## src/rtl/io_pkg.sv

```systemverilog
// Shared definitions for the I/O unit: FSM states, data width and IOsel encodings.
package io_pkg;

    localparam int unsigned DEBOUNCE_CYCLES_DEF = 500000;
    localparam int unsigned DATA_W = 32;

    localparam logic IOSEL_IN  = 1'b1;
    localparam logic IOSEL_OUT = 1'b0;

    typedef enum logic [1:0] {
        StIdle,
        StWaitPress,
        StWaitRelease,
        StDone
    } io_state_e;

endpackage

```

## src/rtl/btn_debounce.sv

```systemverilog
// Two-flop synchronizer followed by a saturating stable-level debouncer.
module btn_debounce #(
    parameter int unsigned DEBOUNCE_CYCLES = 500000
) (
    input  logic clock,
    input  logic reset,
    input  logic raw,
    output logic level
);

    localparam int unsigned CntW = $clog2(DEBOUNCE_CYCLES + 1);
    localparam logic [CntW-1:0] CntLast = CntW'(DEBOUNCE_CYCLES - 1);

    logic sync1_q, sync2_q;
    logic level_q, level_d;
    logic [CntW-1:0] cnt_q, cnt_d;

    // Count consecutive cycles where the synchronized input disagrees with the level.
    always_comb begin
        level_d = level_q;
        cnt_d   = '0;
        if (sync2_q != level_q) begin
            if (cnt_q >= CntLast) begin
                level_d = sync2_q;
            end else begin
                cnt_d = cnt_q + 1'b1;
            end
        end
    end

    always_ff @(posedge clock or posedge reset) begin
        if (reset) begin
            sync1_q <= 1'b0;
            sync2_q <= 1'b0;
            level_q <= 1'b0;
            cnt_q   <= '0;
        end else begin
            sync1_q <= raw;
            sync2_q <= sync1_q;
            level_q <= level_d;
            cnt_q   <= cnt_d;
        end
    end

    assign level = level_q;

endmodule

```

## src/rtl/io_unit.sv

```systemverilog
// CPU I/O unit: IN handshake driven by a debounced confirm button, and an OUT register.
module io_unit import io_pkg::*; #(
    parameter int unsigned DEBOUNCE_CYCLES = DEBOUNCE_CYCLES_DEF,
    parameter int unsigned SW_WIDTH        = 16
) (
    input  logic                clock,
    input  logic                reset,
    input  logic                IOE,
    input  logic                IOsel,
    input  logic                stall,
    input  logic [DATA_W-1:0]   rs_data,
    input  logic [SW_WIDTH-1:0] switches,
    input  logic                confirm_btn,
    output logic                cpu_stall,
    output logic [DATA_W-1:0]   in_data,
    output logic                in_we,
    output logic [DATA_W-1:0]   out_data,
    output logic                out_valid
);

    io_state_e state_q, state_d;
    logic [SW_WIDTH-1:0] sw_s1_q, sw_s2_q;
    logic [DATA_W-1:0] in_data_q, in_data_d, out_data_q, out_data_d, sw_ext;
    logic out_valid_q, out_valid_d;
    logic btn_level, btn_prev_q, btn_rise, btn_fall;
    logic in_req, out_req, in_active;

    btn_debounce #(
        .DEBOUNCE_CYCLES(DEBOUNCE_CYCLES)
    ) u_btn_debounce (
        .clock(clock),
        .reset(reset),
        .raw  (confirm_btn),
        .level(btn_level)
    );

    assign in_active = IOE && (IOsel == IOSEL_IN);
    assign in_req    = in_active && stall;
    assign out_req   = IOE && (IOsel == IOSEL_OUT);
    // Edge detection means a press already held at IN start never counts.
    assign btn_rise  = btn_level && !btn_prev_q;
    assign btn_fall  = !btn_level && btn_prev_q;

    always_comb begin
        state_d     = state_q;
        in_data_d   = in_data_q;
        out_data_d  = out_data_q;
        out_valid_d = out_valid_q;
        in_we       = 1'b0;
        cpu_stall   = 1'b0;
        sw_ext      = '0;
        sw_ext[SW_WIDTH-1:0] = sw_s2_q;
        unique case (state_q)
            StIdle: begin
                if (in_req) begin
                    cpu_stall = 1'b1;
                    state_d   = StWaitPress;
                end else if (out_req) begin
                    out_data_d  = rs_data;
                    out_valid_d = 1'b1;
                end
            end
            StWaitPress: begin
                cpu_stall = 1'b1;
                if (!in_active) begin
                    state_d = StIdle;
                end else if (btn_rise) begin
                    in_data_d = sw_ext;
                    state_d   = StWaitRelease;
                end
            end
            StWaitRelease: begin
                cpu_stall = 1'b1;
                if (!in_active) begin
                    state_d = StIdle;
                end else if (btn_fall) begin
                    state_d = StDone;
                end
            end
            StDone: begin
                in_we   = 1'b1;
                state_d = StIdle;
            end
        endcase
        // The IN decode term is combinational, so mask it while reset is held.
        if (reset) begin
            cpu_stall = 1'b0;
        end
    end

    always_ff @(posedge clock or posedge reset) begin
        if (reset) begin
            state_q     <= StIdle;
            sw_s1_q     <= '0;
            sw_s2_q     <= '0;
            btn_prev_q  <= 1'b0;
            in_data_q   <= '0;
            out_data_q  <= '0;
            out_valid_q <= 1'b0;
        end else begin
            state_q     <= state_d;
            sw_s1_q     <= switches;
            sw_s2_q     <= sw_s1_q;
            btn_prev_q  <= btn_level;
            in_data_q   <= in_data_d;
            out_data_q  <= out_data_d;
            out_valid_q <= out_valid_d;
        end
    end

    assign in_data   = in_data_q;
    assign out_data  = out_data_q;
    assign out_valid = out_valid_q;

endmodule
```

## config.mk

```make
export PLATFORM = sky130hd
export DESIGN_NAME = io_unit
export DESIGN_NICKNAME = d
export VERILOG_FILES = /design/src/rtl/io_pkg.sv /design/src/rtl/btn_debounce.sv /design/src/rtl/io_unit.sv
export SDC_FILE = /design/constraint.sdc
export NUM_CORES = 1
export LEC_CHECK = 0
export ABC_AREA = 1
export CORE_MARGIN = 2
export CORE_UTILIZATION = 47
export CTS_CLUSTER_SIZE = 12
export DETAILED_ROUTE_END_ITERATION = 6
export GPL_TIMING_DRIVEN = 0
export PLACE_DENSITY = 0.83
export REMOVE_ABC_BUFFERS = 1
export SYNTH_ARGS = -nofsm -noshare
export SYNTH_HDL_FRONTEND = slang
export SYNTH_SLANG_ARGS = --single-unit
```

## constraint.sdc

```tcl
create_clock -name clock -period 3.95 [get_ports clock]
set_input_delay 0.5925 -clock clock [delete_from_list [all_inputs] [get_ports clock]]
set_output_delay 0.5925 -clock clock [all_outputs]
set_load 0.005 [all_outputs]
```

==> run_results.csv <==
group,metric,value,unit
sta,hold_viol_final,0,
synthesis,yosysMostFrequentCell,"dfrtp_1",
sta,tightest_slew,767,ps
critical_path,cp-end-kind,"output pin",
cells_and_area,post-route-cell-area,5530,sq um
min_path,hold_path_end,"sw_s2_q[13]",
place,placed_cell_area,5320,sq um
critical_path,crit_top_cell,"clkdlybuf4s50_1",
run_status,status,"completed",
cells_and_area,syn2layout_area_growth,31.3,%
cells_and_area,fin_util,0.634,
grt,grt-ovfl-total,0,
sta,drv_slew,0,
routing,dr.pass1.iters,4,
routing,antenna_left,0,
synthesis,synth_edf_count,0,
synthesis,synth_ff_type,"dfrtp_1",
clocking,clockBufferDepth,2,
floorplan,die_x,98.7,microns
clocking,hold_buffers,0,
critical_path,cpMaxStageDelayCell,"clkdlybuf4s50_1",
clocking,clk_pin_slew,100,ps
critical_path,reg2reg_slack,2030,ps
floorplan,start_util,0.483,
critical_path,crit_type,"in2out",
clocking,cts_sinks,106,
sta,clock.fmax,375,MHz
floorplan,io_pins,121,
min_path,min_from,"sw_s1_q[13]",
synthesis,synthArstFlopShare,1.00,
synthesis,synth_top_area_cell,"dfrtp_1",
min_path,min_path_cells,0,
sta,finalSetupViolations,0,
place,gp_congestion,0.850,
sta,slew_headroom,0.487,
synthesis,syn_inst,355,
critical_path,worstPathRequired,3360,ps
routing,post-route-drc-count,0,
critical_path,cp.arrival,2080,ps
routing,vias,2765,
floorplan,core,8720,sq um
synthesis,synth_top_area_frac,0.630,
critical_path,rr_endpoint,"out_data[5]",
floorplan,die_area,9740,sq um
cells_and_area,drive_gt1_frac,0.155,
clocking,post_cts_buffers,0,
critical_path,r2r_start,"state_q[0]",
synthesis,synth_area_leaders,"dfrtp_1 (63%), mux2_2 (13%), nand2_1 (4.5%)",
synthesis,synth_warnings,0,
grt,grt_pass1_vias,2926,
synthesis,synth.distinct_cells,24,
clocking,numCtsBuffers,9,
cells_and_area,final_nets,524,
grt,grt_max_degree,76,
synthesis,synth_seq_cells,106,
clocking,cts_max_level,3,
sta,rsz0062_at_grt,"false",
synthesis,syn_area,4210,sq um
critical_path,crit_buf_inv,2,
clocking,clockRootBuffer,"clkbuf_8",
synthesis,seq_area_frac_synth,0.630,
grt,track_usage,0.170,
pwr,power.density,516,nW/um^2
sta,skew,11.3,ps
floorplan,rows,34,
critical_path,cp_slowest_stage_delay,540,ps
critical_path,critPathMaxFanout,4,
routing,wl_per_cell,13.1,microns
synthesis,ys_top_cells_by_count,"dfrtp_1 (106), nand2_1 (50), mux2_2 (47), nor2_1 (44), inv_1 (29)",
clocking,cts_tree,"built",
floorplan,die_y,98.7,microns
sta,fin_tns_setup,0,ps
cells_and_area,diodes,0,
clocking,clk_latency,370,ps
synthesis,syn_area_per_cell,11.9,sq um
sta,min_period,2670,ps
critical_path,crit_path_start_kind,"input pin",
critical_path,reg2reg_depth,6,
grt,antenna_found_initial,0,
place,dpl.hpwl,5510,microns
critical_path,crit_family,"buffers and inverters",
sta,min_period_over_period,0.676,
min_path,hp-class,"reg2reg",
clocking,cts_resized,0,
routing,viasPerCell,4.78,
flow_run,maxCapViolCount,0,
routing,drt_iter0_markers,101,
routing,wirelength,7590,microns
pwr,p_leak,2.52,nW
critical_path,crit_chain,"clkdlybuf4s50_1, nand2_1, nor2_1, a21oi_1, nor3_1, clkdlybuf4s50_1",
place,numPortBuffers,104,
pwr,vdd_drop_max,0.348,mV
grt,grt_pass1_wl,13300,microns
==> flip-flops by register name (all words and copies together), names as in the netlist <==
name	cells
u_btn_debounce.sync1_q	1
u_btn_debounce.sync2_q	1
state_q	2
sw_s1_q	16
btn_prev_q	1
out_valid	1
sw_s2_q	16
u_btn_debounce.cnt_q	19
u_btn_debounce.level	1
out_data	32
in_data	16
==> stage by stage <==
stage | std cells | hold slack, ps | setup slack (ps) | total power, mW
4_1_cts | 578 | 354 | 1290 | 2.90
3_3_place_gp | 561 | 332 | -867 | 2.16
2_1_floorplan | 349 | 331 | 569 | 1.70
3_5_place_dp | 562 | 335 | 1210 | 2.19
6_report | 578 | 351 | 1280 | 2.85
5_1_grt | 578 | 356 | 1200 | 3.02
==> power by group <==
group | internal (mW) | switching [mW] | leakage, nW | total [mW]
Clock | 0.309 | 0.385 | 0.106 | 0.694
Sequential | 1.28 | 0.0962 | 1.32 | 1.38
Combinational | 0.520 | 0.264 | 1.09 | 0.783
==> kinds of logic after synthesis <==
family,after synthesis,share of synthesized area
buffers and inverters,50,0.0633
XOR/XNOR,11,0.0229
adder cells (fa/ha/maj),5,0.0149
AO/OA/AOI/OAI,10,0.0137
other,1,0.000890
multiplexers,48,0.128
flip-flops,106,0.630
AND/OR/NAND/NOR,124,0.127
==> cells in the final DEF, fill, tap and decap left out, types with 2 or more instances in the layout <==
cell             instances
nor3_1                   3
nor2_2                   4
a21oi_1                  2
conb_1                  16
inv_6                    2
xor2_1                   8
nand3_1                 19
clkdlybuf4s50_1        104
nor2_1                  44
ha_1                     5
mux2_2                  47
o21ai_0                  6
xnor2_1                  3
clkbuf_8                 9
dfrtp_1                106
inv_1                   28
nand2_1                 49
==> worst reg2reg max path, cell delays in order (launching register included) <==
cell     delay, ps
dfrtp_1        390
inv_1           90
ha_1           220
inv_1           80
nor2_1          50
nand2_2        560
mux2_2         430
==> cell type report <==
type | instances | area (sq um)
fillers | 639 | 3190
repair buffers | 105 | 1070
clock inverters | 6 | 83.8
inverters | 29 | 111
clock buffers | 10 | 128
flip-flops and latches | 106 | 2650
multi-input cells | 214 | 1350
well taps | 108 | 135
==> routing by layer <==
metal	wire length, microns	global-route usage	share of wire	up-vias
met5	0	0	0	-
met4	84	0.0590	0.011	0
met3	819	0.0823	0.11	9
met2	3740	0.278	0.49	97
met1	2950	0.198	0.39	1338
li1	-	-	-	1321
==> worst max path at each step <==
stage,start,to,slack [ps],cells after the start
CTS,IOE,cpu_stall,1290,6
detailed placement,IOsel,out_data[6],1210,4
floorplan,reset,btn_prev_q,570,1
global route,IOE,cpu_stall,1200,6
finish,IOE,cpu_stall,1280,6
global placement,reset,out_data[17],-870,2
(Power assumes the default switching activity.)
